### src/rtl/display_scan_controller_pkg.sv
// rtl/display_scan_controller_pkg.sv - shared state type, width helpers and BCM timing for the scan controller
`timescale 1ns/1ps
package display_scan_controller_pkg;

  typedef enum logic [2:0] {
    IDLE,
    SHIFT,
    BLANK,
    LATCH,
    DISPLAY
  } scan_state_t;

  localparam int DEF_COLUMNS     = 32;
  localparam int DEF_ROWS        = 16;
  localparam int DEF_BITWIDTH    = 8;
  localparam int DEF_PIPE_LENGTH = 1;
  localparam int DEF_OE_BASE     = 4;

  // Address width for an index range of n values; never narrower than one bit
  function automatic int addr_w(input int n);
    return (n > 1) ? $clog2(n) : 1;
  endfunction

  // Step counter must reach columns + pipe_length - 1 without wrapping
  function automatic int step_w(input int columns, input int pipe_length);
    return addr_w(columns + pipe_length);
  endfunction

  // Holds the longest on-time (top plane) without overflow
  function automatic int oe_w(input int oe_base, input int bitwidth);
    return $clog2(oe_base << (bitwidth - 1)) + 1;
  endfunction

  // Binary-weighted on-time for a bit-plane
  function automatic int oe_cycles(input int oe_base, input int plane);
    return oe_base << plane;
  endfunction

endpackage

### src/rtl/display_scan_controller_if.sv
// rtl/display_scan_controller_if.sv - framebuffer, rgb pipe and panel signals of the scan controller
`timescale 1ns/1ps
interface display_scan_controller_if
  import display_scan_controller_pkg::*;
#(
  parameter int COLUMNS  = DEF_COLUMNS,
  parameter int ROWS     = DEF_ROWS,
  parameter int BITWIDTH = DEF_BITWIDTH
);
  localparam int COL_W   = addr_w(COLUMNS);
  localparam int ROW_W   = addr_w(ROWS);
  localparam int PLANE_W = addr_w(BITWIDTH);

  logic               enable;
  logic [COL_W-1:0]   mem_col;
  logic [ROW_W-1:0]   mem_row;
  logic               go;
  logic [PLANE_W-1:0] select;
  logic               panel_clk;
  logic               panel_latch;
  logic               panel_oe;
  logic [ROW_W-1:0]   panel_row;
  logic               frame_start;

  modport master (
    input  enable,
    output mem_col, mem_row, go, select,
    output panel_clk, panel_latch, panel_oe, panel_row, frame_start
  );

  modport slave (
    output enable,
    input  mem_col, mem_row, go, select,
    input  panel_clk, panel_latch, panel_oe, panel_row, frame_start
  );

endinterface

### src/rtl/display_bcm_timer.sv
// rtl/display_bcm_timer.sv - loadable down-counter timing one bit-plane on-time
`timescale 1ns/1ps
module display_bcm_timer #(
  parameter int CNT_W = 5
) (
  input  logic             clk,
  input  logic             rst,
  input  logic             i_load,
  input  logic [CNT_W-1:0] i_cycles,
  output logic             o_done
);

  logic [CNT_W-1:0] r_count;

  // Count down from the loaded on-time; the counter rests at zero when idle
  always_ff @(posedge clk or posedge rst) begin
    if (rst) begin
      r_count <= '0;
    end else if (i_load) begin
      r_count <= i_cycles;
    end else if (r_count != '0) begin
      r_count <= r_count - CNT_W'(1);
    end
  end

  // Done marks the last on cycle so the owner can leave on the next edge
  assign o_done = (r_count == CNT_W'(1));

endmodule

### src/rtl/display_scan_controller.sv
// rtl/display_scan_controller.sv - row x bit-plane scan sequencer for a HUB75-style panel
`timescale 1ns/1ps
module display_scan_controller
  import display_scan_controller_pkg::*;
#(
  parameter int COLUMNS     = DEF_COLUMNS,
  parameter int ROWS        = DEF_ROWS,
  parameter int BITWIDTH    = DEF_BITWIDTH,
  parameter int PIPE_LENGTH = DEF_PIPE_LENGTH,
  parameter int OE_BASE     = DEF_OE_BASE
) (
  input logic                        clk,
  input logic                        rst,
  display_scan_controller_if.master  bus
);

  localparam int COL_W   = addr_w(COLUMNS);
  localparam int ROW_W   = addr_w(ROWS);
  localparam int PLANE_W = addr_w(BITWIDTH);
  localparam int STEP_W  = step_w(COLUMNS, PIPE_LENGTH);
  localparam int OE_W    = oe_w(OE_BASE, BITWIDTH);

  localparam logic [STEP_W-1:0]  LAST_STEP      = STEP_W'(COLUMNS + PIPE_LENGTH - 2);
  localparam logic [STEP_W-1:0]  LAST_COL_STEP  = STEP_W'(COLUMNS - 1);
  localparam logic [STEP_W-1:0]  FIRST_CLK_STEP = STEP_W'(PIPE_LENGTH - 1);
  localparam logic [COL_W-1:0]   MAX_COL        = COL_W'(COLUMNS - 1);
  localparam logic [ROW_W-1:0]   LAST_ROW       = ROW_W'(ROWS - 1);
  localparam logic [PLANE_W-1:0] LAST_PLANE     = PLANE_W'(BITWIDTH - 1);

  scan_state_t        r_state;
  logic [STEP_W-1:0]  r_step;
  logic               r_phase;
  logic [ROW_W-1:0]   r_row;
  logic [PLANE_W-1:0] r_plane;
  logic               r_go;
  logic               r_panel_clk;
  logic               r_panel_latch;
  logic               r_panel_oe;
  logic [ROW_W-1:0]   r_panel_row;
  logic               r_frame_start;
  logic [COL_W-1:0]   r_mem_col;
  logic [ROW_W-1:0]   r_mem_row;
  logic [PLANE_W-1:0] r_select;

  logic [STEP_W-1:0]  w_step_inc;
  logic               w_clk_step;
  logic               w_last_plane;
  logic               w_frame_end;
  logic [ROW_W-1:0]   w_next_row;
  logic [PLANE_W-1:0] w_next_plane;
  logic               w_timer_load;
  logic [OE_W-1:0]    w_timer_cycles;
  logic               w_timer_done;

  // Priming steps fill the rgb pipe without clocking the panel
  assign w_step_inc   = r_step + STEP_W'(1);
  assign w_clk_step   = (w_step_inc > FIRST_CLK_STEP);
  assign w_last_plane = (r_plane == LAST_PLANE);
  assign w_frame_end  = w_last_plane && (r_row == LAST_ROW);
  assign w_next_plane = w_last_plane ? '0 : r_plane + PLANE_W'(1);
  assign w_next_row   = !w_last_plane ? r_row :
                        (r_row == LAST_ROW) ? '0 : r_row + ROW_W'(1);

  assign w_timer_load   = (r_state == LATCH);
  assign w_timer_cycles = OE_W'(oe_cycles(OE_BASE, int'(r_plane)));

  display_bcm_timer #(
    .CNT_W (OE_W)
  ) u_bcm_timer (
    .clk      (clk),
    .rst      (rst),
    .i_load   (w_timer_load),
    .i_cycles (w_timer_cycles),
    .o_done   (w_timer_done)
  );

  // Scan sequencer; every output is set on the edge entering the cycle it describes
  always_ff @(posedge clk or posedge rst) begin
    if (rst) begin
      r_state       <= IDLE;
      r_step        <= '0;
      r_phase       <= 1'b0;
      r_row         <= '0;
      r_plane       <= '0;
      r_go          <= 1'b0;
      r_panel_clk   <= 1'b0;
      r_panel_latch <= 1'b0;
      r_panel_oe    <= 1'b1;
      r_panel_row   <= '0;
      r_frame_start <= 1'b0;
      r_mem_col     <= '0;
      r_mem_row     <= '0;
      r_select      <= '0;
    end else begin
      case (r_state)
        IDLE: begin
          if (bus.enable) begin
            r_state       <= SHIFT;
            r_step        <= '0;
            r_phase       <= 1'b0;
            r_row         <= '0;
            r_plane       <= '0;
            r_go          <= 1'b1;
            r_frame_start <= 1'b1;
            r_mem_col     <= '0;
            r_mem_row     <= '0;
            r_select      <= '0;
          end
        end
        SHIFT: begin
          if (!r_phase) begin
            // Phase A -> B: clock the panel once the pipe output is valid,
            // and present the address the next go will consume
            r_phase       <= 1'b1;
            r_go          <= 1'b0;
            r_frame_start <= 1'b0;
            r_panel_clk   <= w_clk_step;
            r_mem_col     <= (w_step_inc > LAST_COL_STEP) ? MAX_COL : w_step_inc[COL_W-1:0];
          end else begin
            r_panel_clk <= 1'b0;
            if (r_step == LAST_STEP) begin
              r_state <= BLANK;
            end else begin
              r_step  <= w_step_inc;
              r_phase <= 1'b0;
              r_go    <= 1'b1;
            end
          end
        end
        BLANK: begin
          r_state       <= LATCH;
          r_panel_latch <= 1'b1;
          r_panel_row   <= r_row;
        end
        LATCH: begin
          // Framebuffer address and plane for the following pass are set up
          // during DISPLAY so the first go of that pass sees valid read data
          r_state       <= DISPLAY;
          r_panel_latch <= 1'b0;
          r_panel_oe    <= 1'b0;
          r_mem_col     <= '0;
          r_mem_row     <= w_next_row;
          r_select      <= w_next_plane;
        end
        DISPLAY: begin
          if (w_timer_done) begin
            r_panel_oe <= 1'b1;
            r_row      <= w_next_row;
            r_plane    <= w_next_plane;
            r_step     <= '0;
            r_phase    <= 1'b0;
            if (w_frame_end && !bus.enable) begin
              r_state <= IDLE;
            end else begin
              r_state       <= SHIFT;
              r_go          <= 1'b1;
              r_frame_start <= w_frame_end;
            end
          end
        end
        default: begin
          r_state <= IDLE;
        end
      endcase
    end
  end

  assign bus.mem_col     = r_mem_col;
  assign bus.mem_row     = r_mem_row;
  assign bus.go          = r_go;
  assign bus.select      = r_select;
  assign bus.panel_clk   = r_panel_clk;
  assign bus.panel_latch = r_panel_latch;
  assign bus.panel_oe    = r_panel_oe;
  assign bus.panel_row   = r_panel_row;
  assign bus.frame_start = r_frame_start;

endmodule

### src/flat_wrapper.sv
// flat-port wrapper written by rule: the top's interface ports become plain ports
module display_scan_controller_flat import display_scan_controller_pkg::*;
#(
  parameter int COLUMNS     = DEF_COLUMNS,
  parameter int ROWS        = DEF_ROWS,
  parameter int BITWIDTH    = DEF_BITWIDTH,
  parameter int PIPE_LENGTH = DEF_PIPE_LENGTH,
  parameter int OE_BASE     = DEF_OE_BASE
)
  (clk, rst, bus_enable, bus_mem_col, bus_mem_row, bus_go, bus_select, bus_panel_clk, bus_panel_latch, bus_panel_oe, bus_panel_row, bus_frame_start);
  display_scan_controller_if #(.COLUMNS(COLUMNS), .ROWS(ROWS), .BITWIDTH(BITWIDTH)) bus_i ();
  input logic clk;
  input logic rst;
  input wire logic [$bits(bus_i.enable)-1:0] bus_enable;
  output wire logic [$bits(bus_i.mem_col)-1:0] bus_mem_col;
  output wire logic [$bits(bus_i.mem_row)-1:0] bus_mem_row;
  output wire logic [$bits(bus_i.go)-1:0] bus_go;
  output wire logic [$bits(bus_i.select)-1:0] bus_select;
  output wire logic [$bits(bus_i.panel_clk)-1:0] bus_panel_clk;
  output wire logic [$bits(bus_i.panel_latch)-1:0] bus_panel_latch;
  output wire logic [$bits(bus_i.panel_oe)-1:0] bus_panel_oe;
  output wire logic [$bits(bus_i.panel_row)-1:0] bus_panel_row;
  output wire logic [$bits(bus_i.frame_start)-1:0] bus_frame_start;
  assign bus_i.enable = bus_enable;
  assign bus_mem_col = bus_i.mem_col;
  assign bus_mem_row = bus_i.mem_row;
  assign bus_go = bus_i.go;
  assign bus_select = bus_i.select;
  assign bus_panel_clk = bus_i.panel_clk;
  assign bus_panel_latch = bus_i.panel_latch;
  assign bus_panel_oe = bus_i.panel_oe;
  assign bus_panel_row = bus_i.panel_row;
  assign bus_frame_start = bus_i.frame_start;
  display_scan_controller #(.COLUMNS(COLUMNS), .ROWS(ROWS), .BITWIDTH(BITWIDTH), .PIPE_LENGTH(PIPE_LENGTH), .OE_BASE(OE_BASE)) u_core (.clk(clk), .rst(rst), .bus(bus_i));
endmodule
### config.mk
export PLATFORM = sky130hd
export DESIGN_NAME = display_scan_controller_flat
export DESIGN_NICKNAME = d
export VERILOG_FILES = /design/src/rtl/display_scan_controller_pkg.sv /design/src/rtl/display_scan_controller_if.sv /design/src/rtl/display_bcm_timer.sv /design/src/rtl/display_scan_controller.sv /design/src/flat_wrapper.sv
export SDC_FILE = /design/constraint.sdc
export NUM_CORES = 1
export LEC_CHECK = 0
export CORE_MARGIN = 10
export CORE_UTILIZATION = 50
export CTS_CLUSTER_DIAMETER = 60
export DETAILED_ROUTE_END_ITERATION = 6
export PLACE_DENSITY = 0.71
export SLEW_MARGIN = 30
export SYNTH_ARGS = -nofsm -noshare
export SYNTH_HDL_FRONTEND = slang
export SYNTH_SLANG_ARGS = --single-unit
### constraint.sdc
create_clock -name clk -period 2.84 [get_ports clk]
set_input_delay 0.568 -clock clk [delete_from_list [all_inputs] [get_ports clk]]
set_output_delay 0.568 -clock clk [all_outputs]
set_load 0.02 [all_outputs]
After elaboration in Yosys (flattened, before gate mapping):

Index checks and enable logic that the tools add are counted.

* add/subtract/negate cells: 4
* reductions and logical operators: 21
* $lt $le $gt $ge: 2
* equal/unequal tests: 16
* mux-type cells: 47
* shift operators: 1

Operators with widths (number)
* two-way mux 6 bit: 4
* two-way mux 3 bit: 7
* two-way mux 10 bit: 2
* case mux 6 bit (3 select lines): 1
* two-way mux 4 bit: 4
* case mux 4 bit (2 select lines): 2
* two-way mux 1 bit: 15
* two-way mux 5 bit: 3
* case mux 3 bit (5 select lines): 1
* case mux 5 bit (3 select lines): 1
* AND reduction 5 bit: 3
* case mux 3 bit (2 select lines): 2
* == test 10 x 1 -> 1 bit (second input constant): 1
* != test 2 bit (second input constant): 5
* nonzero test 10 bit: 1
* nonzero test 2 bit: 5
* << shifter 3 x 3 -> 10 bit (first input constant): 1
* subtractor 10 x 1 -> 10 bit (second input constant): 1
* case mux 1 bit (3 select lines): 3
* AND reduction 3 bit: 3
* adder 6 x 1 -> 6 bit (second input constant): 1
* == test 3 x 2 -> 1 bit (second input constant): 2
* == test 3 bit (second input constant): 2
* == test 6 x 5 -> 1 bit (second input constant): 1
* other kinds (15): 20

* register bits: 48
* word-level logic and storage cells: 106
* bits of input ports: 3
* output and inout bits: 21

Logic depth before layout (Yosys ltp):

Gate-level depths: netlist (run 1).

* word-level depth: 6
* gate-level depth with buffers: 6
* depth with buffers taken out: 6

By module:

Synthesis (run 1) repeated with hierarchy kept, for this count alone.

* cell total of the unflattened synthesis: 277
* area, all modules: 2697.6 sq um

Modules (own cells, without submodules)
* display_scan_controller: seq. area each 952.2 sq um, cells an instance 206, area an instance 2037.0 sq um, times used 1
* display_bcm_timer: seq. area each 250.2 sq um, cells an instance 71, area an instance 660.6 sq um, times used 1

Worst setup path before layout (run 1):

OpenSTA, ideal clock, no wires.

* path type: flip-flop to flip-flop
* start point: register u_core.r_step[0]
* end point: register u_core.r_step[3]
* data arrival time: 1548 ps
* setup time: 121 ps
* clock period less this slack: 1669 ps
* stages on the path, launching flop included: 6
* slack: 1171 ps
* path buffers: 0
* required time: 2719 ps
* cell sequence: dfrtp_1 ha_1 and3_1 a311oi_1 o22ai_1 a22o_1

* word-level cells in the longest chain between the ends: 4
* elaborated cells between the ends (all ways): 7
* classes of those cells: add/sub (1); eq/ne (2); mux (3); reduce/logical (1)

RTL lines
* start: declaration: line display_scan_controller.sv:31 `logic [STEP_W-1:0] r_step;`
* start signal: assignment: line display_scan_controller.sv:124 `r_step <= w_step_inc;`
* adder 6 x 1 -> 6 bit: line display_scan_controller.sv:56 `assign w_step_inc = r_step + STEP_W'(1);`
* two-way mux 6 bit: line display_scan_controller.sv:121 `if (r_step == LAST_STEP) begin`
* two-way mux 6 bit: line display_scan_controller.sv:111 `if (!r_phase) begin`
* case mux 6 bit (3 select lines): line display_scan_controller.sv:95 `case (r_state)`

Several ways; a longest one is shown, not always the timed one. The select of a mux whose other input is x is not followed.
A chain may end at the register's enable or synchronous reset.

Worst setup path in the final report (run 1):

* start point: register u_core.r_panel_oe, in the netlist u_core.bus.panel_oe
* end point: output bus_panel_oe

RTL lines
* start: declaration: line display_scan_controller.sv:38 `logic r_panel_oe;`
* start signal: assignment: line display_scan_controller.sv:88 `r_panel_oe <= 1'b1;`
* start signal: assignment: line display_scan_controller.sv:140 `r_panel_oe <= 1'b0;`
* start signal: assignment: line display_scan_controller.sv:147 `r_panel_oe <= 1'b1;`
* end: declaration: line flat_wrapper.sv:21 `output wire logic [$bits(bus_i.panel_oe)-1:0] bus_panel_oe;`

No word-level cell between the ends.

==> flow_results.xml, run 1 <==
<?xml version="1.0" encoding="UTF-8"?>
<metrics>
  <group name="sta">
    <metric name="finClkSkew" unit="ps">3.20</metric>
    <metric name="fin_crit_sh" unit="%">70.4</metric>
    <metric name="timing_max_transition_violations_final" unit="">0</metric>
    <metric name="slew-limit-headroom" unit="%">53.8</metric>
    <metric name="max_slew.worst_pin.slew" unit="ps">692</metric>
    <metric name="setup_repair_after_global_routing_missed_its_margin" unit="">no</metric>
    <metric name="timing.final.hold_violations" unit="">0</metric>
    <metric name="setup_viol_count_final" unit="">0</metric>
    <metric name="timing.setup.tns" unit="ps">0</metric>
    <metric name="post-route-min-period" unit="ps">2000</metric>
    <metric name="fmax" unit="GHz">0.500</metric>
  </group>
  <group name="pwr">
    <metric name="pwr_density_cell" unit="nW/um^2">383</metric>
    <metric name="p_sw" unit="mW">0.244</metric>
    <metric name="combinationalPowerShare" unit="%">1.8</metric>
    <metric name="worst_ir_drop_vdd" unit="uV">166</metric>
    <metric name="reported_leakage_power" unit="nW">1.47</metric>
    <metric name="p_sw_share" unit="%">20.4</metric>
    <metric name="internal_power" unit="mW">0.950</metric>
    <metric name="seq_power_share" unit="%">57.2</metric>
    <metric name="power.clock.fraction" unit="%">41.0</metric>
  </group>
  <group name="synth">
    <metric name="ys_ff_latch" unit="">48</metric>
    <metric name="synthesis.nets" unit="">298</metric>
    <metric name="synth.yosys.seq_area_share" unit="%">44.0</metric>
    <metric name="post-synth-top-area-cell" unit="">dfrtp_1</metric>
    <metric name="yosys-top-cells-area" unit="">dfrtp_1, ha_1, o21ai_0</metric>
    <metric name="synthesis.area_per_instance" unit="um^2">9.66</metric>
    <metric name="synthesis.area" unit="um^2">2740</metric>
    <metric name="postSynth.topFlopCell" unit="">dfrtp_1</metric>
    <metric name="post-synth-top-area-fraction" unit="%">43.0</metric>
    <metric name="yosysWarningCount" unit="">0</metric>
    <metric name="synth_enable_flop_cells" unit="">0</metric>
    <metric name="postSynthCellCount" unit="">283</metric>
    <metric name="synthDistinctLibCells" unit="">59</metric>
    <metric name="ys_async_rst_share" unit="%">100</metric>
  </group>
  <group name="clocking">
    <metric name="worst_skew_pair.late_latency" unit="ps">300</metric>
    <metric name="clock_tree.htree_level_count" unit="">2</metric>
    <metric name="cts.path.max_buffers" unit="">2</metric>
    <metric name="clkSinkCount" unit="">48</metric>
    <metric name="tritoncts" unit="">yes</metric>
    <metric name="clk_root_buffer_cell" unit="">clkbuf_8</metric>
    <metric name="clkSlewWorstSetupHoldPaths" unit="ps">90</metric>
    <metric name="cts-buffers-inserted" unit="">5</metric>
    <metric name="post_cts_sizing" unit="">0</metric>
    <metric name="hold_buffers" unit="">0</metric>
    <metric name="postCtsSetupRepairBufs" unit="">0</metric>
  </group>
  <group name="global_routing">
    <metric name="track_usage" unit="%">13.9</metric>
    <metric name="grt_pass1_vias" unit="">2200</metric>
    <metric name="grt_start_max_net_pins" unit="">26</metric>
    <metric name="grt_first_pass_wirelength" unit="um">10200</metric>
    <metric name="antenna_violations_before_repair" unit="">0</metric>
    <metric name="grt_overflow_total" unit="">0</metric>
  </group>
  <group name="detailed_routing">
    <metric name="routedWlPerCell" unit="um">15.4</metric>
    <metric name="detail-route-antenna-nets" unit="">0</metric>
    <metric name="vias_per_cell" unit="">5.86</metric>
    <metric name="drt_pass1_iterations" unit="">5</metric>
    <metric name="dr.first_iter.drc_count" unit="">157</metric>
    <metric name="remaining_drc_errors" unit="">0</metric>
    <metric name="num_vias" unit="">2203</metric>
    <metric name="routed_wirelength" unit="um">5790</metric>
  </group>
  <group name="setup_path">
    <metric name="worst_ep_required_time" unit="ps">2270</metric>
    <metric name="critical_path.endpoint_type" unit="">output pin</metric>
    <metric name="timing.setup.critical_path_class" unit="">reg -&gt; out</metric>
    <metric name="critical_path.max_fanout" unit="">2</metric>
    <metric name="element_type_at_the_critical_path_start" unit="">flip-flop</metric>
    <metric name="worst_path_largest_cell_delay" unit="ps">600</metric>
    <metric name="cp_cell_sequence" unit="">clkdlybuf4s50_1</metric>
    <metric name="critical_path_arrival" unit="ps">1430</metric>
    <metric name="cp_slowest_cell" unit="">clkdlybuf4s50_1</metric>
    <metric name="reg2reg_setup_slack" unit="ps">860</metric>
    <metric name="worst-path-buf-inv" unit="">1</metric>
    <metric name="cp_top_family" unit="">buffers and inverters</metric>
    <metric name="critical_path.reg2reg.startpoint" unit="">u_core.r_plane[0]</metric>
    <metric name="worst-r2r-cell-count" unit="">6</metric>
    <metric name="r2r_end" unit="">u_core.bus.frame_start</metric>
  </group>
  <group name="floorplanning">
    <metric name="chipHeight" unit="um">94.0</metric>
    <metric name="ioPinCount" unit="">24</metric>
    <metric name="rows" unit="">26</metric>
    <metric name="floorplan.die.width" unit="um">94.0</metric>
    <metric name="start_util" unit="%">52.5</metric>
    <metric name="design.core.area" unit="um^2">5200</metric>
    <metric name="die_area" unit="um^2">8830</metric>
  </group>
  <group name="final_layout">
    <metric name="num-fill-cells" unit="">458</metric>
    <metric name="mostFrequentLayoutCell" unit="">dfrtp_1</metric>
    <metric name="combined_flip_flop_and_latch_cell_area" unit="um^2">1200</metric>
    <metric name="syn2layout_area_growth" unit="%">14.0</metric>
    <metric name="finalInstanceArea" unit="um^2">3120</metric>
    <metric name="commonest_cells_after_routing_fill_and_taps_aside" unit="">dfrtp_1, o21ai_0, nand2_1</metric>
    <metric name="layout-drive-gt1-share" unit="%">11.8</metric>
    <metric name="antenna_fix_cells" unit="">0</metric>
    <metric name="design.final.nets" unit="">320</metric>
    <metric name="area_used_by_multi_input_combinational_logic" unit="um^2">1380</metric>
  </group>
  <group name="hold_path">
    <metric name="min_from" unit="">u_core.bus.panel_oe</metric>
    <metric name="whs_endpoint" unit="">u_core.bus.panel_oe</metric>
    <metric name="worst_hold_path.num_cells" unit="">2</metric>
    <metric name="min-delay-path-class" unit="">reg -&gt; reg</metric>
  </group>
  <group name="run">
    <metric name="max-cap-violations" unit="">0</metric>
  </group>
  <group name="placed_design">
    <metric name="post-dp-hpwl" unit="um">4260</metric>
    <metric name="place_congestion" unit="">0.828</metric>
    <metric name="place_area" unit="um^2">3010</metric>
    <metric name="port-buffer-count" unit="">23</metric>
  </group>
  <group name="outcome">
    <metric name="status" unit="">finished clean</metric>
  </group>
</metrics>
worst max-delay path by stage:
stage / startpoint / endpoint / cells after the start
floorplan: rst / u_core.bus.frame_start / 1
global placement: bus_enable / u_core.bus.mem_col[3] / 4
detailed placement: bus_enable / u_core.bus.mem_col[3] / 4
CTS: u_core.bus.panel_oe / bus_panel_oe / 1
global route: u_core.r_plane[0] / u_core.bus.frame_start / 6
finish: u_core.bus.panel_oe / bus_panel_oe / 1
cells in the mapped netlist (all sizes together), types with 2 or more instances:
cell / instances
nand3: 20
nand2: 24
o21ai: 26
mux2: 9
nor3: 3
xnor2: 4
o31ai: 4
mux2i: 6
and3: 2
or3b: 2
dfrtp: 47
nor4: 4
xor2: 2
or3: 2
a31oi: 10
ha: 12
nor2: 19
or2: 2
inv: 14
nor3b: 2
buf: 7
a32o: 2
clkbuf: 8
nand3b: 3
o22ai: 3
o221ai: 2
a21oi: 17
nand4: 4
metrics by stage:
| step | hold WS [ps] | instances | utilization [%] | setup WS (ps) | power [mW] |
|---|---|---|---|---|---|
| after detailed placement | 463 | 368 | 57.8 | 619 | 0.720 |
| after CTS | 477 | 376 | 59.9 | 824 | 1.21 |
| final | 472 | 376 | 59.9 | 839 | 1.19 |
| after floorplan | 492 | 283 | - | 1130 | 0.710 |
| after global routing | 498 | 376 | 59.9 | 662 | 1.23 |
| after global placement | 450 | 368 | 57.8 | 642 | 0.720 |
kinds of logic (layout without fill, tap and decap cells):
kind of cell,after synthesis,in the layout,share of synthesized area (%)
simple gates,94,94,19.3
compound gates,79,79,18.0
flops,48,48,44.0
buf+inv,29,52,5.44
mux,15,15,5.90
fa+ha+maj,12,12,5.49
xor+xnor,6,6,1.92
power by group through the flow:
stage / clock (mW) / sequential [mW] / combinational, mW
after detailed placement: 0 / 0.696 / 0.0231
after global routing: 0.523 / 0.683 / 0.0254
after global placement: 0 / 0.696 / 0.0231
final: 0.489 / 0.683 / 0.0221
after CTS: 0.501 / 0.683 / 0.0232
after floorplan: 0 / 0.696 / 0.0138
area by class of cell:
type / instances / share of cell area, %
repair buffers: 30 / 9.07
inverters: 14 / 1.69
clock inverters: 2 / 1.12
clock buffers: 6 / 2.33
flip-flops and latches: 48 / 38.6
multi-input cells: 206 / 44.4
well taps: 70 / 2.81
registers in the layout, indices dropped and copies added (netlist names):
register and count:
u_core.bus.select 3, u_core.bus.mem_row 4, u_core.bus.go 1, u_core.r_row 4
u_core.r_step 6, u_core.bus.mem_col 5, u_core.bus.panel_clk 1, u_core.bus.panel_row 4
u_core.r_state 3, u_core.bus.frame_start 1, u_core.bus.panel_oe 1, u_core.bus.panel_latch 1
u_core.r_phase 1, u_core.r_plane 3, u_core.u_bcm_timer.r_count 10
metal layers:
layer	vias to the layer above	routed length [um]	global-route usage (%)
met5	-	0	0
met4	0	93	4.18
met3	9	356	3.60
met2	43	2650	22.3
met1	1075	2700	17.9
li1	1076	-	-
Power figures use the tool's default switching activity.
==> inputs of run 2 (changes only) <==
==> constraint.sdc (replaced) <==
create_clock -name clk -period 2 [get_ports clk]
set_input_delay 0.4 -clock clk [delete_from_list [all_inputs] [get_ports clk]]
set_output_delay 0.4 -clock clk [all_outputs]
set_load 0.02 [all_outputs]
==> flow_results.xml, run 2 (synthesis results as in run 1) <==
<?xml version="1.0" encoding="UTF-8"?>
<metrics>
  <group name="outcome">
    <metric name="status" unit="">finished clean</metric>
  </group>
  <group name="hold_path">
    <metric name="min-delay-path-class" unit="">in -&gt; async</metric>
  </group>
  <group name="clocking">
    <metric name="tritoncts" unit="">yes</metric>
    <metric name="cts-buffers-inserted" unit="">5</metric>
    <metric name="hold_buffers" unit="">0</metric>
    <metric name="clkSlewWorstSetupHoldPaths" unit="ps">90</metric>
    <metric name="clkSinkCount" unit="">48</metric>
    <metric name="clock_tree.htree_level_count" unit="">2</metric>
    <metric name="postCtsSetupRepairBufs" unit="">0</metric>
    <metric name="worst_skew_pair.late_latency" unit="ps">300</metric>
    <metric name="cts.path.max_buffers" unit="">2</metric>
    <metric name="clk_root_buffer_cell" unit="">clkbuf_8</metric>
    <metric name="post_cts_sizing" unit="">0</metric>
  </group>
  <group name="setup_path">
    <metric name="critical_path_arrival" unit="ps">1430</metric>
    <metric name="cp_cell_sequence" unit="">clkdlybuf4s50_1</metric>
    <metric name="worst-path-buf-inv" unit="">1</metric>
    <metric name="worst-r2r-cell-count" unit="">5</metric>
    <metric name="critical_path.max_fanout" unit="">2</metric>
    <metric name="critical_path.reg2reg.startpoint" unit="">u_core.r_step[0]</metric>
    <metric name="reg2reg_setup_slack" unit="ps">220</metric>
    <metric name="element_type_at_the_critical_path_start" unit="">flip-flop</metric>
    <metric name="critical_path.endpoint_type" unit="">output pin</metric>
    <metric name="cp_top_family" unit="">buffers and inverters</metric>
    <metric name="worst_path_largest_cell_delay" unit="ps">590</metric>
    <metric name="cp_slowest_cell" unit="">clkdlybuf4s50_1</metric>
    <metric name="worst_ep_required_time" unit="ps">1600</metric>
    <metric name="r2r_end" unit="">u_core.r_step[3]</metric>
    <metric name="timing.setup.critical_path_class" unit="">reg -&gt; out</metric>
  </group>
  <group name="sta">
    <metric name="slew-limit-headroom" unit="%">65.1</metric>
    <metric name="worst_slack_setup_final" unit="ps">167</metric>
    <metric name="fin_crit_sh" unit="%">91.6</metric>
    <metric name="fmax" unit="GHz">0.546</metric>
    <metric name="setup_repair_after_global_routing_missed_its_margin" unit="">no</metric>
    <metric name="worst_hold_slack" unit="ps">419</metric>
    <metric name="timing_max_transition_violations_final" unit="">0</metric>
    <metric name="finClkSkew" unit="ps">13.7</metric>
    <metric name="setup_viol_count_final" unit="">0</metric>
    <metric name="max_slew.worst_pin.slew" unit="ps">518</metric>
    <metric name="timing.setup.tns" unit="ps">0</metric>
    <metric name="timing.final.hold_violations" unit="">0</metric>
    <metric name="post-route-min-period" unit="ps">1830</metric>
  </group>
  <group name="global_routing">
    <metric name="grt_pass1_vias" unit="">2067</metric>
    <metric name="grt_start_max_net_pins" unit="">30</metric>
    <metric name="grt_overflow_total" unit="">0</metric>
    <metric name="grt_first_pass_wirelength" unit="um">10100</metric>
    <metric name="antenna_violations_before_repair" unit="">0</metric>
    <metric name="track_usage" unit="%">13.9</metric>
  </group>
  <group name="placed_design">
    <metric name="place_area" unit="um^2">3080</metric>
    <metric name="place_congestion" unit="">0.900</metric>
    <metric name="port-buffer-count" unit="">23</metric>
    <metric name="dpl_worst_slack" unit="ps">134</metric>
    <metric name="post-dp-hpwl" unit="um">4360</metric>
    <metric name="placedCellCount" unit="">376</metric>
  </group>
  <group name="detailed_routing">
    <metric name="routed-wl-met2" unit="um">2780</metric>
    <metric name="routedWlPerCell" unit="um">15.5</metric>
    <metric name="highest-signal-layer" unit="">met4</metric>
    <metric name="vias_per_cell" unit="">5.80</metric>
    <metric name="num_vias" unit="">2228</metric>
    <metric name="met3WireLength" unit="um">369</metric>
    <metric name="routed_wirelength" unit="um">5940</metric>
    <metric name="detail-route-antenna-nets" unit="">0</metric>
    <metric name="remaining_drc_errors" unit="">0</metric>
    <metric name="detail_route.wirelength.met1" unit="um">2740</metric>
    <metric name="dr.first_iter.drc_count" unit="">229</metric>
    <metric name="drt_pass1_iterations" unit="">4</metric>
  </group>
  <group name="final_layout">
    <metric name="num-fill-cells" unit="">432</metric>
    <metric name="design.final.nets" unit="">328</metric>
    <metric name="antenna_fix_cells" unit="">0</metric>
    <metric name="regMostFlops" unit="">u_core.u_bcm_timer.r_count</metric>
    <metric name="mostFrequentLayoutCell" unit="">dfrtp_1</metric>
    <metric name="syn2layout_area_growth" unit="%">17.5</metric>
    <metric name="layout-drive-gt1-share" unit="%">14.0</metric>
    <metric name="finalInstanceArea" unit="um^2">3210</metric>
    <metric name="number_of_flip_flops_under_the_largest_register_name" unit="">10</metric>
    <metric name="commonest_cells_after_routing_fill_and_taps_aside" unit="">dfrtp_1, o21ai_0, nand2_1</metric>
    <metric name="fin_util" unit="%">61.8</metric>
    <metric name="area_used_by_multi_input_combinational_logic" unit="um^2">1380</metric>
    <metric name="combined_flip_flop_and_latch_cell_area" unit="um^2">1200</metric>
    <metric name="finalNonFillerCells" unit="">384</metric>
  </group>
  <group name="pwr">
    <metric name="power.clock.fraction" unit="%">44.7</metric>
    <metric name="p_sw_share" unit="%">18.4</metric>
    <metric name="total_power" unit="mW">1.81</metric>
    <metric name="internal_power" unit="mW">1.48</metric>
    <metric name="combinationalPowerShare" unit="%">1.7</metric>
    <metric name="pwr_density_cell" unit="nW/um^2">563</metric>
    <metric name="reported_leakage_power" unit="nW">1.52</metric>
    <metric name="p_sw" unit="mW">0.332</metric>
    <metric name="worst_ir_drop_vdd" unit="uV">381</metric>
    <metric name="seq_power_share" unit="%">53.6</metric>
  </group>
  <group name="floorplanning">
    <metric name="rows" unit="">26</metric>
    <metric name="design.core.area" unit="um^2">5200</metric>
    <metric name="chipHeight" unit="um">94.0</metric>
    <metric name="start_util" unit="%">52.5</metric>
    <metric name="floorplan.die.width" unit="um">94.0</metric>
    <metric name="ioPinCount" unit="">24</metric>
    <metric name="die_area" unit="um^2">8830</metric>
  </group>
  <group name="run">
    <metric name="max-cap-violations" unit="">0</metric>
  </group>
</metrics>
## run 2: worst max-delay path by stage
stage                              startpoint                     to  depth (start not counted)
final                     u_core.bus.panel_oe           bus_panel_oe                          1
after global routing         u_core.r_step[0]       u_core.r_step[3]                          5
after CTS                 u_core.bus.panel_oe           bus_panel_oe                          1
after detailed placement           bus_enable  u_core.bus.mem_col[1]                          5
after global placement             bus_enable  u_core.bus.mem_col[3]                          5
after floorplan              u_core.r_step[0]       u_core.r_step[3]                          5
## run 2: area by class of cell
class,count,share of cell area (%)
timing repair buffer,38,11.1
clock buffer,6,2.26
sequential,48,37.4
inverter,14,1.63
clock inverter,2,1.87
tap,70,2.72
multi-input combinational,206,43.1
## run 2: power groups by stage
stage          sequential, mW  combinational [mW]  clock (mW)
2_1_floorplan           0.989              0.0197           0
3_3_place_gp            0.989              0.0321           0
6_report                0.970              0.0306       0.809
5_1_grt                 0.970              0.0358       0.878
4_1_cts                 0.970              0.0324       0.830
3_5_place_dp            0.989              0.0325           0
## run 2: layer usage
metal	GRT usage [%]	up-vias
li1	-	1093
met1	18.0	1060
met2	21.9	70
met3	3.76	5
met4	4.30	0
met5	0	-
==> RTL change 1: new RTL, flow settings as in run 1 <==
Change the package constant `DEF_OE_BASE` from 4 to 5.
--- a/src/rtl/display_scan_controller_pkg.sv
+++ b/src/rtl/display_scan_controller_pkg.sv
@@ -16,3 +16,3 @@
   localparam int DEF_PIPE_LENGTH = 1;
-  localparam int DEF_OE_BASE     = 4;
+  localparam int DEF_OE_BASE     = 5;
 
Function: no difference found for any inputs over 10 cycles, from zero or initial values and one cycle with rst high; that may be too few to reach the edited logic, so the function may still have changed.
==> RTL change 1 against run 1 <==
Sequential cell count up 1; synthesized area up 2.7%; sequential power up 2%; critical path depth up 3; setup slack worse by 100 ps; fmax down 4.8%; final area up 3.3%; clock skew up 7.8 ps; utilization down 1.0 points; total power up 9.1%; routed wire length up 7.3%; first-iteration DRC count down 13%.
==> RTL change 1: results (changes against run 1) <==
{
  "logic_synthesis": {
    "yosysUniqueCellTypes": {"value": 66, "change": "+12%"},
    "yosys_warnings": {"value": 0, "change": "unchanged"},
    "synth_nets": {"value": 300, "change": "+0.67%"},
    "synth_common_cells": "48 x sky130_fd_sc_hd__dfrtp_1, 26 x sky130_fd_sc_hd__nand2_1, 18 x sky130_fd_sc_hd__inv_1",
    "synthTopCellsByArea": "sky130_fd_sc_hd__dfrtp_1 43%, sky130_fd_sc_hd__ha_1 4.9%, sky130_fd_sc_hd__nand2_1 3.5%, sky130_fd_sc_hd__nand3_1 2.7%, sky130_fd_sc_hd__a22o_1 2.5%",
    "synth_sequential_area_ratio": {"value": 0.437, "change": "-0.00284"}
  },
  "grt": {
    "grt_first_pass_wirelength": {"value": 10700, "unit": "um", "change": "+4.1%"},
    "track_usage": {"value": 0.144, "change": "+0.00527"},
    "grt_start_max_net_pins": {"value": 30, "change": "+15%"},
    "first_global_vias": {"value": 2188, "change": "-0.55%"}
  },
  "cells_and_area": {
    "drive_gt1_frac": {"value": 0.105, "change": "-0.0131"},
    "fillers": {"value": 494, "change": "+7.9%"},
    "finalNetCount": {"value": 319, "change": "-0.31%"}
  },
  "placement": {
    "dpl_worst_slack": {"value": 422, "unit": "ps", "change": "-196 ps"},
    "gp_routability_congestion": {"value": 0.833, "change": "+0.65%"},
    "hpwlAfterDp": {"value": 4450, "unit": "um", "change": "+4.5%"}
  },
  "worst_hold_path": {
    "hold_depth": {"value": 1, "change": "-1"},
    "hp-start": "u_core.bus.panel_latch"
  },
  "status": {
    "result_of_the_run": "finished clean"
  },
  "worst_setup_path": {
    "critical_path.slowest_cell": "sky130_fd_sc_hd__or4b_1",
    "worst_path_fanout_max": {"value": 10, "change": "+8"},
    "worst-r2r-setup-slack": {"value": 790, "unit": "ps", "change": "-70 ps"},
    "critPathMaxStageDelay": {"value": 660, "unit": "ps", "change": "+60 ps"},
    "regToRegStartpoint": "u_core.r_plane[2]",
    "critPathArrivalTime": {"value": 2300, "unit": "ps", "change": "+870 ps"},
    "depth_of_the_worst_register_to_register_path": {"value": 5, "change": "-1"}
  },
  "sta": {
    "skew": {"value": 11.0, "unit": "ps", "change": "+7.78 ps"},
    "max_slew_margin": {"value": 0.475, "change": "-0.0634"},
    "worst_hold_slack": {"value": 489, "unit": "ps", "change": "+16.4 ps"}
  },
  "pwr": {
    "p_leak": {"value": 1.42, "unit": "nW", "change": "-3.0%"}
  }
}
## RTL change 1: area by class of cell
type	instances	area share
Clock buffer	5	0.0214
Clock inverter	3	0.0202
Multi-Input combinational cell	204	0.449
Timing Repair Buffer	26	0.0785
Inverter	19	0.0221
Sequential cell	49	0.381
Tap cell	72	0.0280
## RTL change 1: worst max path at each step
stage / startpoint / to / slack (ps)
3_3_place_gp: bus_enable / u_core.bus.select[2] / 450
6_report: bus_enable / u_core.bus.select[2] / 740
4_1_cts: bus_enable / u_core.bus.select[2] / 740
2_1_floorplan: rst / u_core.bus.frame_start / 1100
3_5_place_dp: bus_enable / u_core.bus.select[2] / 420
5_1_grt: u_core.r_plane[0] / u_core.bus.frame_start / 640
## RTL change 1: kinds of logic after synthesis
family,count (synthesis),share of synthesized area
buf+inv,33,0.0490
compound gates,80,0.205
xor+xnor,7,0.0218
flops,49,0.437
mux,10,0.0374
simple gates,96,0.201
fa+ha+maj,11,0.0490
## RTL change 1: report_power, final
group | internal, W | switching (W) | leakage [nW]
Clock | 0.000350 | 0.000236 | 0.0681
Sequential | 0.000697 | 0 | 0.558
Combinational | 0.00000479 | 0.0000154 | 0.798
Total | 0.00105 | 0.000251 | 1.42
## RTL change 1: through the flow
step,instances,instance area (um^2),util
finish,378,3220,0.588
global route,378,3220,0.588
CTS,378,3220,0.588
detailed placement,370,3090,0.564
global placement,370,3090,0.564
floorplan,286,2810,-
## RTL change 1: per-layer routing
layer,GRT usage,wire length (um),share of wire,vias up
met4,0.0411,66,0.011,0
li1,-,-,-,1092
met1,0.194,3000,0.48,1112
met5,0,0,0,-
met3,0.0349,273,0.044,6
met2,0.225,2880,0.46,37
==> RTL change 2: new RTL, config.mk and constraints of run 1 <==
Made on the original files. Make the reset (`rst`) synchronous in 2 clocked blocks.
--- a/src/rtl/display_bcm_timer.sv
+++ b/src/rtl/display_bcm_timer.sv
@@ -15,3 +15,3 @@
   // Count down from the loaded on-time; the counter rests at zero when idle
-  always_ff @(posedge clk or posedge rst) begin
+  always_ff @(posedge clk) begin
     if (rst) begin
--- a/src/rtl/display_scan_controller.sv
+++ b/src/rtl/display_scan_controller.sv
@@ -77,3 +77,3 @@
   // Scan sequencer; every output is set on the edge entering the cycle it describes
-  always_ff @(posedge clk or posedge rst) begin
+  always_ff @(posedge clk) begin
     if (rst) begin
Check against the original RTL: differs if rst is asserted again (counterexample within 4 cycles, from zero or initial values and one cycle with rst high); with rst held inactive, the same outputs for 10 cycles.
==> RTL change 2 against run 1 <==
Non-clock buffer count decreased by 4; utilization decreased by 0.81 points; sequential cell count did not move; final area down 10%; setup slack better by 1.5 ps; routed wire length down 8.5%; synthesized area is 11% lower; critical path depth rose by 6.
Power is not compared: it rests on default switching activity, and its combinational part moved more than twofold at a synthesized area within 25%.
==> RTL change 2: results (changes against run 1) <==
{
  "worst_setup_path": {
    "depth_of_the_worst_register_to_register_path": {"value": 7, "change": "+1"},
    "crit-reg2reg-capture": "u_core.u_bcm_timer.r_count[8]",
    "critPathTopFamily": "simple AND/OR/NAND/NOR gates",
    "critical_path.slowest_cell": "sky130_fd_sc_hd__or3b_2",
    "worstSetupPathType": "register to register",
    "worst-r2r-setup-slack": {"value": 840, "unit": "ps", "change": "-20 ps"},
    "critPathMaxStageDelay": {"value": 530, "unit": "ps", "change": "-70 ps"},
    "critPathArrivalTime": {"value": 2190, "unit": "ps", "change": "+760 ps"},
    "worst_path_fanout_max": {"value": 5, "change": "+3"},
    "regToRegStartpoint": "u_core.u_bcm_timer.r_count[0]"
  },
  "routing": {
    "met3WireLength": {"value": 279, "unit": "um", "change": "-22%"},
    "detailroute.wirelength.met2": {"value": 2350, "unit": "um", "change": "-11%"},
    "drt_pass1_iterations": {"value": 4, "change": "-1"},
    "routedLengthMet1": {"value": 2620, "unit": "um", "change": "-3.0%"},
    "average_wire_per_standard_cell": {"value": 14.4, "unit": "um", "change": "-6.2%"}
  },
  "cells_and_area": {
    "fillers": {"value": 424, "change": "-7.4%"},
    "finalNetCount": {"value": 312, "change": "-2.5%"}
  },
  "status": {
    "result_of_the_run": "finished clean"
  },
  "logic_synthesis": {
    "synth_nets": {"value": 293, "change": "-1.7%"},
    "synthTopCellsByArea": "sky130_fd_sc_hd__dfxtp_1 40%, sky130_fd_sc_hd__ha_1 5.1%, sky130_fd_sc_hd__nor2_1 4.9%, sky130_fd_sc_hd__nand2_1 4.0%, sky130_fd_sc_hd__a21oi_1 3.5%",
    "synth_compound_area_frac": {"value": 0.200, "change": "+0.0198"},
    "synth_common_cells": "48 x sky130_fd_sc_hd__dfxtp_1, 32 x sky130_fd_sc_hd__nor2_1, 26 x sky130_fd_sc_hd__nand2_1",
    "synth-main-ff-cell": "sky130_fd_sc_hd__dfxtp_1",
    "synth_sequential_area_ratio": {"value": 0.395, "change": "-0.0446"},
    "synth-xor-area-share": {"value": 0.0324, "change": "+0.0132"},
    "synth-adder-area-share": {"value": 0.0514, "change": "-0.00345"},
    "synthesis.instances": {"value": 280, "change": "-1.1%"},
    "yosysUniqueCellTypes": {"value": 50, "change": "-15%"}
  },
  "sta": {
    "worst-slew-pin-transition": {"value": 532, "unit": "ps", "change": "-159 ps"},
    "clock.fmax": {"value": 500, "unit": "MHz", "change": "about the same"}
  },
  "placement": {
    "place_inst": {"value": 359, "change": "-2.4%"},
    "hpwlAfterDp": {"value": 3790, "unit": "um", "change": "-11%"}
  }
}
[RTL change 2: per-layer routing]
metal	global-route usage	up-vias
met5	0	-
met4	0.0377	0
met3	0.0424	6
met2	0.199	34
met1	0.166	931
li1	-	1046
[RTL change 2: worst reg2reg max path, cell delays in order (launching register included)]
cell                      delay, ps
sky130_fd_sc_hd__dfxtp_1        360
sky130_fd_sc_hd__inv_1           70
sky130_fd_sc_hd__ha_1           230
sky130_fd_sc_hd__or3b_2         530
sky130_fd_sc_hd__nor3_1         200
sky130_fd_sc_hd__mux2_2         360
sky130_fd_sc_hd__nand2_1         60
sky130_fd_sc_hd__a21oi_1         80
[RTL change 2: worst min-delay path by stage]
| stage | slack (ps) | depth (start not counted) | end | startpoint |
|---|---|---|---|---|
| final | 460 | 2 | u_core.bus.mem_col[3] | u_core.bus.mem_col[3] |
| after global routing | 510 | 2 | u_core.bus.mem_col[4] | u_core.bus.mem_col[4] |
| after CTS | 460 | 2 | u_core.bus.mem_col[3] | u_core.bus.mem_col[3] |
| after detailed placement | 450 | 2 | u_core.bus.mem_col[3] | u_core.bus.mem_col[3] |
| after global placement | 450 | 2 | u_core.bus.mem_col[3] | u_core.bus.mem_col[3] |
| after floorplan | 490 | 1 | u_core.r_plane[1] | u_core.r_plane[1] |
[RTL change 2: area by class of cell]
type                            count  area, um^2  area share
Timing Repair Buffer               26         253      0.0906
Multi-Input combinational cell    205        1350       0.484
Sequential cell                    48         961       0.344
Tap cell                           67        83.8      0.0300
Clock buffer                        7        86.3      0.0309
Clock inverter                      1        7.51     0.00269
Inverter                           13        48.8      0.0175
[RTL change 2: kinds of logic after synthesis]
group                      after synthesis
AOI/OAI and AO/OA                       69
xor gates and xnor gates                 9
adders and majority gates               10
buffers and inverters                   27
DFF                                     48
muxes                                   11
and+or+nand+nor                        106
